--- config.mk ---
export PLATFORM = sky130hd
export DESIGN_NAME = branch_resolve
export DESIGN_NICKNAME = d
export VERILOG_FILES = /design/src/rtl/branch_resolve.sv
export SDC_FILE = /design/constraint.sdc
export NUM_CORES = 1
export LEC_CHECK = 0
export BUFFER_PORTS_ARGS = -buffer_cell sky130_fd_sc_hd__buf_2
export CAP_MARGIN = 20
export CORE_UTILIZATION = 37
export DETAILED_ROUTE_END_ITERATION = 8
export GPL_ROUTABILITY_DRIVEN = 0
export PLACE_DENSITY_LB_ADDON = 0.12
export SYNTH_ARGS = -nofsm -noshare
export SYNTH_HDL_FRONTEND = slang
export SYNTH_SLANG_ARGS = --single-unit
--- constraint.sdc ---
create_clock -name clk -period 9.6 [get_ports clk]
set_input_delay 0 -clock clk [delete_from_list [all_inputs] [get_ports clk]]
set_output_delay 0 -clock clk [all_outputs]
set_load 0.02 [all_outputs]
--- src/rtl/branch_resolve.sv ---
// branch_resolve
//   Resolves conditional branches from the ALU zero flag. For each accepted
//   request it computes the taken decision and the branch target, then holds
//   the result in a two-entry queue that feeds the PC/fetch stage. After a
//   taken result is handed to fetch, flush pulses for one cycle and
//   taken_count advances. taken_count wraps and exists for debug.
//
// Ports
//   clk, reset               rising-edge clock, synchronous active-high reset
//   in_valid / in_ready      request handshake
//   zero, branch_type        ALU zero flag; 00 none, 01 BEQ, 10 BNE, 11 reserved
//   pc, imm                  branch PC and signed 16-bit word offset
//   out_valid / out_ready    result handshake for the head entry
//   taken, target, next_pc   head entry fields, forced to 0 while the queue is empty
//   flush                    one-cycle pulse after a taken result is delivered
//   taken_count              wrapping count of taken results delivered
//
// state | meaning
// EMPTY | no results queued
// ONE   | head entry valid, tail slot free
// TWO   | both slots full, head in slot 0; in_ready is low
module branch_resolve #(
   parameter int DEPTH = 2
) (
   input  logic        clk,
   input  logic        reset,
   input  logic        in_valid,
   output logic        in_ready,
   input  logic        zero,
   input  logic [1:0]  branch_type,
   input  logic [31:0] pc,
   input  logic [15:0] imm,
   output logic        out_valid,
   input  logic        out_ready,
   output logic        taken,
   output logic [31:0] target,
   output logic [31:0] next_pc,
   output logic        flush,
   output logic [31:0] taken_count
);

   typedef enum logic [1:0] {
      EMPTY = 2'd0,
      ONE   = 2'd1,
      TWO   = 2'd2
   } state_t;

   typedef struct packed {
      logic        taken;
      logic [31:0] target;
      logic [31:0] next_pc;
   } entry_t;

   state_t      state_q, state_d;
   entry_t      slot0_q, slot0_d;   // always the head when the queue is non-empty
   entry_t      slot1_q, slot1_d;
   logic        flush_q, flush_d;
   logic [31:0] taken_count_q, taken_count_d;

   logic        push;
   logic        pop;
   logic [31:0] seq_pc;
   logic [31:0] imm_off;
   entry_t      new_e;

   // The queue state doubles as the fill count.
   assign in_ready  = (int'(state_q) < DEPTH);
   assign out_valid = (state_q != EMPTY);
   assign push      = in_valid & in_ready;
   assign pop       = out_valid & out_ready;

   // Sign-extended word offset, already scaled to bytes.
   assign imm_off = {{14{imm[15]}}, imm, 2'b00};
   assign seq_pc  = pc + 32'd4;

   always_comb begin
      new_e         = '0;
      new_e.target  = seq_pc + imm_off;
      new_e.taken   = ((branch_type == 2'b01) & zero) | ((branch_type == 2'b10) & ~zero);
      new_e.next_pc = new_e.taken ? new_e.target : seq_pc;
   end

   always_comb begin
      state_d = state_q;
      slot0_d = slot0_q;
      slot1_d = slot1_q;
      case (state_q)
         EMPTY: begin
            if (push) begin
               slot0_d = new_e;
               state_d = ONE;
            end
         end
         ONE: begin
            if (push && pop) begin
               slot0_d = new_e;
            end else if (push) begin
               slot1_d = new_e;
               state_d = TWO;
            end else if (pop) begin
               state_d = EMPTY;
            end
         end
         TWO: begin
            if (pop) begin
               slot0_d = slot1_q;
               state_d = ONE;
            end
         end
         default: state_d = EMPTY;
      endcase
   end

   always_comb begin
      flush_d       = pop & slot0_q.taken;
      taken_count_d = taken_count_q + {31'd0, flush_d};
   end

   always_ff @(posedge clk) begin
      if (reset) begin
         state_q       <= EMPTY;
         slot0_q       <= '0;
         slot1_q       <= '0;
         flush_q       <= 1'b0;
         taken_count_q <= '0;
      end else begin
         state_q       <= state_d;
         slot0_q       <= slot0_d;
         slot1_q       <= slot1_d;
         flush_q       <= flush_d;
         taken_count_q <= taken_count_d;
      end
   end

   assign taken       = out_valid & slot0_q.taken;
   assign target      = out_valid ? slot0_q.target  : 32'd0;
   assign next_pc     = out_valid ? slot0_q.next_pc : 32'd0;
   assign flush       = flush_q;
   assign taken_count = taken_count_q;

endmodule

==> flow_summary_export.csv, run 1 <==
group,metric,value,unit
sta,relSlewSlack,34.53,%
setup_path,critical-path-max-stage-delay,0.46,ns
sta,clock.fmax,276.5,MHz
cells_and_area,area_delta_synth_final,16.59,%
clock_network,cts_htree_levels,4,
clock_network,insertion_delay,0.44,ns
setup_path,required,9.89,ns
drt,via_count,8906,
setup_path,criticalPathCategory,"in -> reg",
synthesis,yosys.area.top_type,"dfxtp_1",
setup_path,crit_family,"simple AND/OR/NAND/NOR gates",
clock_network,numCtsBuffers,17,
synthesis,ys_seq_area_share,33.70,%
run_status,outcome,"finished clean",
synthesis,ys_ff_latch,161,
power_and_ir_drop,p_leak,4.686,nW
cells_and_area,multiInputGateArea,5944,um^2
synthesis,netlist_instances,1214,
synthesis,synthMuxAreaShare,2.381,%
cells_and_area,seqCellArea,3223,um^2
flow_run,maxCapViolations,0,
setup_path,crit_fanout,8,
synthesis,synth_top_family_by_area,"simple AND/OR/NAND/NOR gates",
cells_and_area,drive_gt1_share,18.03,%
global_routing,grt_max_degree,93,
floorplan,die-width,162.8,um
clock_network,cts_buffer_depth,2,
setup_path,crit_chain,"buf_2 -> and3_1 -> nand3_1 -> nor3_2 -> nand2_1 -> nor2_1 -> xnor2_1 -> ha_1 -> and3_2 -> or3b_2 -> o22a_1 -> o21ai_1 -> mux2_4 -> mux2_2 -> o31ai_2 -> a21oi_1",
synthesis,synth-compound-area-share,21.29,%
setup_path,worst_setup_path_end_kind,"flip-flop",
setup_path,cp_num_buf_inv,1,
synthesis,syn_area,9565,um^2
min_path,hp-class,"in -> reg",
global_routing,grt_util_met2,30.95,%
clock_network,root_buffer,"clkbuf_16",
floorplan,core_area,25250,um^2
sta,setup_violations,0,
sta,worst_pin_slew,0.9820,ns
global_routing,grt-ovfl-total,0,
sta,period_minus_slack,3.617,ns
sta,rsz0062_at_grt,"no",
setup_path,critPathSlowestCell,"nor3_2",
synthesis,synth-xor-area-share,7.560,%
drt,drt_pass1_iterations,4,
synthesis,synthAdderAreaFrac,5.311,%
placed_design,port_buffers,154,
sta,slew_violations,0,
synthesis,synth_top_cell_area_share,33.70,%
sta,fin_worst_skew,0.01204,ns
power_and_ir_drop,vdd_ir_drop_max,0.1250,mV
global_routing,grt_use_met3,2.903,%
synthesis,async_flop_share,0,%
clock_network,cts_tree,"done",
synthesis,synthDistinctLibCells,80,
floorplan,fp.dieH,162.8,um
drt,avgViaCountPerCell,5.343,
global_routing,antenna_found_initial,0,
synthesis,synthSimpleGateAreaFrac,25.19,%
cells_and_area,fin_cells,1667,
clock_network,post-cts-setup-buffer-count,0,
clock_network,cts_num_sinks,161,
drt,drtAntennaViolNets,0,
drt,wl_per_cell,16.73,um
sta,finalHoldViolCount,0,
synthesis,synth_nets,1309,
synthesis,synth_edf_count,0,
setup_path,cp-start-kind,"input port",
setup_path,cp.arrival,3.90,ns
floorplan,dieArea,26500,um^2
global_routing,use_met1,32.27,%
placed_design,dp.cells,1630,
synthesis,avgSynthCellArea,7.879,um^2
cells_and_area,fillers,2647,
sta,fin_crit_sh,37.68,%
clock_network,clk_pin_slew,0.08,ns
cells_and_area,final_cell_mix,"161 x nand2_1, 161 x dfxtp_1, 153 x buf_2, 139 x nor2_1, 108 x a21oi_1",
floorplan,initial_core_util,37.88,%
drt,drc,0,
global_routing,grt_pass1_vias,8064,
global_routing,grt_usage,21.17,%
clock_network,cts.repair.resized,0,
synthesis,synth-main-ff-cell,"dfxtp_1",
floorplan,rows,58,
placed_design,dpl.hpwl,19580,um
power_and_ir_drop,power.density,162.5,nW/um^2
cells_and_area,n_antenna_cell,0,
synthesis,yosys_warnings,0,
global_routing,busiest_layer,"met1",
drt,drt_iter0_drc,657,
sta,fin_tns_setup,0,ns
global_routing,grt_pass1_wl,44190,um
synthesis,synth.area.top_cells,"dfxtp_1 34%, nand2_1 6.4%, a21oi_1 5.7%",
cells_and_area,final_nets,1419,
floorplan,pin_count,155,
drt,routed_wl,27890,um
cells_and_area,final_util,44.16,%
==> report_power, final <==
part	switching, mW	internal, mW	leakage [nW]
combinational	0.255	0.141	3.08
clock	0.331	0.359	0.294
sequential	0.0195	0.706	1.31
total	0.606	1.21	4.69
==> metrics by stage <==
stage	hold WS (ns)	area, um^2	power [mW]	setup slack (ns)
5_1_grt	0.09747	11150	1.904	5.735
3_3_place_gp	0.2567	10500	1.132	5.611
4_1_cts	0.04993	11150	1.825	5.994
3_5_place_dp	0.2639	10500	1.133	5.537
6_report	0.07830	11150	1.812	5.983
2_1_floorplan	0.07931	9565	1.016	6.268
==> registers in the layout (all words and copies together), names as in the netlist <==
signal and count:
slot0_q 63, slot1_q 63, taken_count 32, state_q 2, flush 1
==> worst register-to-register path, cell delays in order, from the launching register on <==
cell     delay, ns
dfxtp_1       0.44
or2_2         0.17
and3_1        0.18
ha_1          0.19
ha_1          0.19
nand3_1       0.17
nor2_1        0.19
and2_1        0.24
nand3_1       0.20
nor3_1        0.51
nand3_1       0.16
xor2_1        0.17
nor2_1        0.05
==> cells in the mapped netlist (3+ instances only) <==
| cell type | number |
|---|---|
| and3_1 | 12 |
| clkbuf_8 | 4 |
| buf_4 | 4 |
| nand2b_1 | 6 |
| nand3_1 | 35 |
| a311oi_1 | 19 |
| a21oi_1 | 109 |
| and4_4 | 3 |
| a211oi_1 | 41 |
| nor3_1 | 19 |
| o21ai_0 | 47 |
| a31oi_1 | 11 |
| o21ai_1 | 8 |
| and4_1 | 8 |
| a221oi_2 | 4 |
| o22ai_1 | 6 |
| o21a_1 | 4 |
| xor2_1 | 40 |
| dfxtp_1 | 161 |
| o31ai_1 | 5 |
| nor2_1 | 141 |
| or2_2 | 3 |
| mux2i_1 | 19 |
| buf_1 | 6 |
| xnor2_1 | 40 |
| and2_1 | 70 |
| a211oi_2 | 3 |
| a21o_1 | 17 |
| o211ai_1 | 6 |
| ha_1 | 39 |
| inv_1 | 16 |
| clkbuf_1 | 60 |
| or3_1 | 4 |
| nor2b_1 | 9 |
| nand4_1 | 18 |
| nand2_1 | 162 |
| buf_6 | 3 |
==> repair_timing <==
action	in CTS	in global routing
endpoints found under the hold margin	7	0
hold buffers	5	0
endpoints found under the setup margin	0	0
==> area by class of cell <==
cell class	instances	share of cell area, %
Multi-Input combinational cell	958	53.30
Sequential cell	161	28.90
Clock buffer	18	3.938
Clock inverter	14	1.492
Timing Repair Buffer	170	8.123
Tap cell	330	3.702
Inverter	16	0.5385
==> final timing paths <==
check | from | end | slack (ns) | depth (start not counted)
min | pc[19] | slot1_q[19] | 0.08 | 4
max reg2reg | state_q[0] | taken_count[28] | 6.60 | 12
max | pc[4] | slot0_q[29] | 5.98 | 16
min reg2reg | slot0_q[21] | slot0_q[21] | 0.45 | 2
==> metal layers <==
metal	part of all wire (%)	wire (um)	vias up
met5	0	0	-
met4	0.94	261	0
met3	4.9	1368	18
met2	42	11760	222
met1	52	14500	4182
li1	-	-	4484
==> cells by family after synthesis <==
logic type | Yosys count
xor gates and xnor gates | 81
muxes | 22
buffers and inverters | 95
AOI/OAI and AO/OA | 310
and+or+nand+nor | 505
adders and majority gates | 40
DFF | 161
(Power assumes the default switching activity.)
==> inputs of run 2 (changes only) <==
Clock period 9.6 ns to 3.37 ns, I/O delays scaled along.
==> run 2 against run 1 <==
Sequential share of layout area is 2.1 points lower. Final area is 7.8% higher. Worst hold slack better by 0.024 ns. Wire length is 2.4% higher. Clock power grew to 2.8 times the previous value. Combinational power grew to 3.3 times the previous value. Worst setup slack worse by 5.7 ns. Power grew to 2.9 times the previous value. Die area stayed put. Register-to-register slack worse by 6.3 ns. Critical endpoint is now slot0_q[60]. Largest cell class unchanged. Largest power group unchanged.
==> flow_summary_export.csv, run 2 (synthesized netlist as in run 1, its figures left out) <==
group,metric,value,unit
clock_network,cts_htree_levels,4,
power_and_ir_drop,total_power,5.290,mW
sta,worst_pin_slew,0.7836,ns
sta,clock.fmax,323.6,MHz
sta,fin_worst_skew,0.01363,ns
setup_path,r2r-start,"state_q[0]",
power_and_ir_drop,clockPowerShare,36.2,%
global_routing,antenna_found_initial,0,
power_and_ir_drop,power.density,440.1,nW/um^2
clock_network,clk_pin_slew,0.07,ns
drt,routed_wl,28550,um
global_routing,grt_max_degree,75,
cells_and_area,drive_gt1_share,24.10,%
floorplan,initial_core_util,37.88,%
run_status,outcome,"finished clean",
drt,drt_iter0_drc,590,
sta,rsz0062_at_grt,"no",
cells_and_area,final_nets,1530,
min_path,holdPathStages,4,
power_and_ir_drop,p_leak,5.235,nW
floorplan,rows,58,
cells_and_area,final_util,47.60,%
clock_network,root_buffer,"clkbuf_16",
setup_path,worst_setup_path_end_kind,"flip-flop",
floorplan,core_area,25250,um^2
setup_path,cp.arrival,3.42,ns
sta,fin_crit_sh,91.70,%
sta,period_minus_slack,3.090,ns
drt,drc,0,
cells_and_area,area_delta_synth_final,25.68,%
setup_path,r2r_cells,12,
sta,finalHoldViolCount,0,
placed_design,port_buffers,154,
sta,relSlewSlack,47.70,%
drt,avgViaCountPerCell,5.206,
setup_path,worstSetupEndpoint,"slot0_q[60]",
setup_path,rrSetupSlack,0.33,ns
setup_path,reg2reg_to,"taken_count[30]",
clock_network,cts_tree,"done",
drt,via_count,9256,
floorplan,pin_count,155,
drt,drt_pass1_iterations,5,
flow_run,maxCapViolations,0,
cells_and_area,final_cell_mix,"162 x nand2_1, 161 x dfxtp_1, 153 x buf_2, 139 x nor2_1, 117 x buf_4",
floorplan,fp.dieH,162.8,um
power_and_ir_drop,internal_power,3.555,mW
drt,drtAntennaViolNets,0,
power_and_ir_drop,p_switching,1.735,mW
placed_design,pre_cts_ws,-0.1586,ns
sta,slew_violations,0,
power_and_ir_drop,comb_power_share,24.7,%
cells_and_area,final_common_cell,"nand2_1",
sta,fin_ws,0.2798,ns
setup_path,cp-startpoint,"pc[4]",
drt,wl_per_cell,16.06,um
sta,setup_violations,0,
power_and_ir_drop,p_sw_share,32.80,%
cells_and_area,n_antenna_cell,0,
global_routing,grt_usage,21.92,%
min_path,hp-class,"in -> reg",
clock_network,cts_num_sinks,161,
global_routing,grt-ovfl-total,0,
power_and_ir_drop,sequentialPowerShare,39.1,%
power_and_ir_drop,vdd_ir_drop_max,0.3884,mV
floorplan,die-width,162.8,um
floorplan,dieArea,26500,um^2
clock_network,cts_buffer_depth,2,
placed_design,dpl.hpwl,20800,um
global_routing,grt_pass1_vias,8630,
global_routing,grt_pass1_wl,45820,um
setup_path,required,3.70,ns
setup_path,crit_fanout,6,
setup_path,criticalPathCategory,"in -> reg",
setup_path,cp-start-kind,"input port",
clock_network,insertion_delay,0.43,ns
clock_network,numCtsBuffers,17,
-- run 2: cell count changes in the layout (fill, tap and decap cells not counted) --
cell           before  now
buf_4              12  117
buf_12              0    4
clkinv_4            1    3
dlygate4sd3_1       5    7
clkbuf_8            1    0
clkinv_8            4    3
clkinvlp_4          1    2
inv_8               6    5
nand2_1           161  162
nand2_2             1    0
-- run 2: how the worst min path moves through the flow --
stage	endpoint	start
2_1_floorplan	state_q[1]	out_ready
3_3_place_gp	slot1_q[32]	pc[0]
3_5_place_dp	slot1_q[33]	pc[1]
4_1_cts	slot1_q[2]	pc[2]
5_1_grt	slot1_q[2]	pc[2]
6_report	slot0_q[62]	in_valid
-- run 2: worst max-delay path: stages --
cell and delay [ns]:
buf_2 0.09, and3_1 0.24, nand3_1 0.21, nor3_2 0.22
buf_4 0.17, nand3_1 0.09, xor2_1 0.19, inv_1 0.06
ha_1 0.30, buf_4 0.17, a21o_1 0.19, a21o_1 0.17
a21o_1 0.18, a211oi_1 0.25, o31ai_1 0.14, a31oi_2 0.20
xor2_1 0.17, a2111oi_2 0.37
-- run 2: what timing repair did --
action,CTS,global route
endpoints found under the setup margin,0,0
hold endpoints to repair,19,0
setup buffers,0,0
hold buffers,7,0
gates resized for setup,0,0
-- run 2: area by class of cell --
cell class	instances	area [um^2]
repair buffers	281	1794
multi-input cells	958	5942
clock buffers	17	425.4
fillers	2610	13230
clock inverters	15	163.9
flip-flops and latches	161	3223
inverters	16	60.06
well taps	330	412.9
-- run 2: power by group through the flow --
stage               combinational, mW  clock (mW)  sequential [mW]
floorplan                       0.803           0             2.09
global placement                 1.29           0             2.11
detailed placement               1.30           0             2.11
CTS                              1.31        1.96             2.07
global route                     1.45        2.04             2.08
finish                           1.31        1.92             2.07
-- run 2: per-layer routing --
metal	GRT usage, %	share of wire [%]	up-vias
met1	32.08	51	4268
met4	5.438	1.2	0
li1	-	-	4717
met5	0	0	-
met2	32.73	43	248
met3	4.023	5.4	23
-- run 2: metrics by stage --
step	TNS (ns)	hold WS [ns]	instances	instance area [um^2]
after floorplan	0	0.07931	1214	9565
after global placement	-0.3823	0.2592	1739	11360
after detailed placement	-0.8824	0.2674	1739	11360
after CTS	0	0.07747	1778	12020
after global routing	0	0.1025	1778	12020
final	0	0.1019	1778	12020
==> inputs of run 3 (changes only) <==
Settings changed: BUFFER_PORTS_ARGS -buffer_cell sky130_fd_sc_hd__buf_2 to not set, DONT_BUFFER_PORTS set to 1.
==> run 3 against run 2 <==
Wire length up 0.26%. Count of clock-buffer cells in the layout up 4. Highest routed layer unchanged. First-iteration DRC count up 5.8%. Global-route usage down 0.087 points. Sequential share of layout area up 2.1 points. Worst hold slack worse by 0.079 ns. Register-to-register slack better by 0.05 ns.
==> flow_summary_export.csv, run 3 (synthesized netlist as in run 1, its figures left out) <==
group,metric,value,unit
sta,fin_ws,0.3759,ns
setup_path,worst_setup_path_end_kind,"flip-flop",
floorplan,initial_core_util,37.88,%
drt,drtAntennaViolNets,0,
global_routing,grt_usage,21.84,%
sta,setup_violations,0,
setup_path,rrSetupSlack,0.38,ns
clock_network,numCtsBuffers,17,
placed_design,pre_cts_ws,-0.07371,ns
setup_path,crit_fanout,7,
setup_path,criticalPathCategory,"reg -> reg",
cells_and_area,final_common_cell,"nand2_1",
clock_network,cts_htree_levels,4,
drt,drt_iter0_drc,624,
sta,rsz0062_at_grt,"no",
drt,routed_wl,28630,um
global_routing,antenna_found_initial,0,
drt,avgViaCountPerCell,5.414,
sta,worst_pin_slew,0.8204,ns
cells_and_area,fin_cells,1605,
clock_network,insertion_delay,0.43,ns
cells_and_area,final_util,44.09,%
cells_and_area,drive_gt1_share,13.25,%
min_path,hp-class,"in -> reg",
sta,clock.fmax,334.0,MHz
cells_and_area,stdcell_area,11140,um^2
global_routing,grt_max_degree,139,
sta,finalHoldViolCount,0,
placed_design,dpl_cell_area,10400,um^2
clock_network,root_buffer,"clkbuf_16",
drt,via_count,8690,
setup_path,required,3.66,ns
floorplan,core_area,25250,um^2
setup_path,cp.arrival,3.29,ns
clock_network,cts_tree,"done",
power_and_ir_drop,p_leak,4.385,nW
floorplan,rows,58,
floorplan,dieArea,26500,um^2
floorplan,pin_count,155,
clock_network,cts_buffer_depth,2,
clock_network,clk_pin_slew,0.07,ns
clock_network,cts_num_sinks,161,
flow_run,maxCapViolations,0,
drt,drt_pass1_iterations,5,
drt,drc,0,
placed_design,port_buffers,0,
cells_and_area,final_nets,1357,
floorplan,die-width,162.8,um
placed_design,dpl.hpwl,20550,um
cells_and_area,n_antenna_cell,0,
run_status,outcome,"finished clean",
sta,slew_violations,0,
cells_and_area,area_delta_synth_final,16.42,%
power_and_ir_drop,total_power,5.158,mW
power_and_ir_drop,vdd_ir_drop_max,0.3257,mV
global_routing,grt_pass1_wl,45560,um
global_routing,grt_pass1_vias,8192,
global_routing,grt-ovfl-total,0,
sta,fin_worst_skew,0.01314,ns
placed_design,dp.cells,1558,
sta,fin_crit_sh,88.85,%
cells_and_area,final_cell_mix,"162 x nand2_1, 161 x dfxtp_1, 139 x nor2_1, 108 x a21oi_1, 88 x buf_4",
drt,wl_per_cell,17.84,um
power_and_ir_drop,power.density,463.2,nW/um^2
setup_path,cp-start-kind,"flip-flop",
floorplan,fp.dieH,162.8,um
sta,period_minus_slack,2.994,ns
clock_network,post-cts-setup-buffer-count,0,
sta,relSlewSlack,45.18,%
==> run 3: power by group <==
group / internal, mW / switching, mW / total [mW]
sequential: 2.01 / 0.0569 / 2.07
clock: 1.02 / 0.862 / 1.88
combinational: 0.484 / 0.719 / 1.20
total: 3.52 / 1.64 / 5.16
==> run 3: what timing repair did <==
action	in CTS	in global routing
endpoints found under the hold margin	146	0
resized for setup	0	1
setup endpoints to repair	0	3
hold buffers	15	0
==> run 3: routing by layer <==
layer	vias to the layer above	wire [um]	global-route usage [%]
met5	-	0	0
met4	0	230	4.673
met3	13	1715	4.711
met2	214	12320	32.82
met1	4104	14360	31.62
li1	4359	-	-
==> run 3: area by class of cell <==
class,instances,area (um^2)
fillers,2589,14120
repair buffers,108,928.4
clock buffers,21,470.5
well taps,330,412.9
clock inverters,11,93.84
flip-flops and latches,161,3223
multi-input cells,958,5947
inverters,16,60.06
==> run 3: path summary, 6_finish.rpt <==
path | from | endpoint | cells after the start
worst max-delay path | state_q[0] | taken_count[31] | 12
worst min register to register | slot0_q[21] | slot0_q[21] | 2
worst min-delay path | reset | slot0_q[57] | 2
worst max register to register | state_q[0] | taken_count[31] | 12
==> run 3: worst max-delay path: stages (launching register included) <==
cell and delay, ns:
dfxtp_1 0.45, or2_2 0.16, and3_1 0.20, ha_1 0.20, and4_1 0.27, nand2_1 0.07, nor2_1 0.26, and3_1 0.29
nor2b_1 0.27, nor2b_1 0.34, nand4_1 0.15, xor2_1 0.17, nor2_1 0.05
==> run 3: through the flow <==
step / hold slack [ns] / setup TNS (ns)
global route: 0.05174 / 0
finish: 0.02295 / 0
CTS: 0.008675 / 0
global placement: 0.07928 / -0.1388
detailed placement: 0.08097 / -0.2890
floorplan: 0.07931 / 0
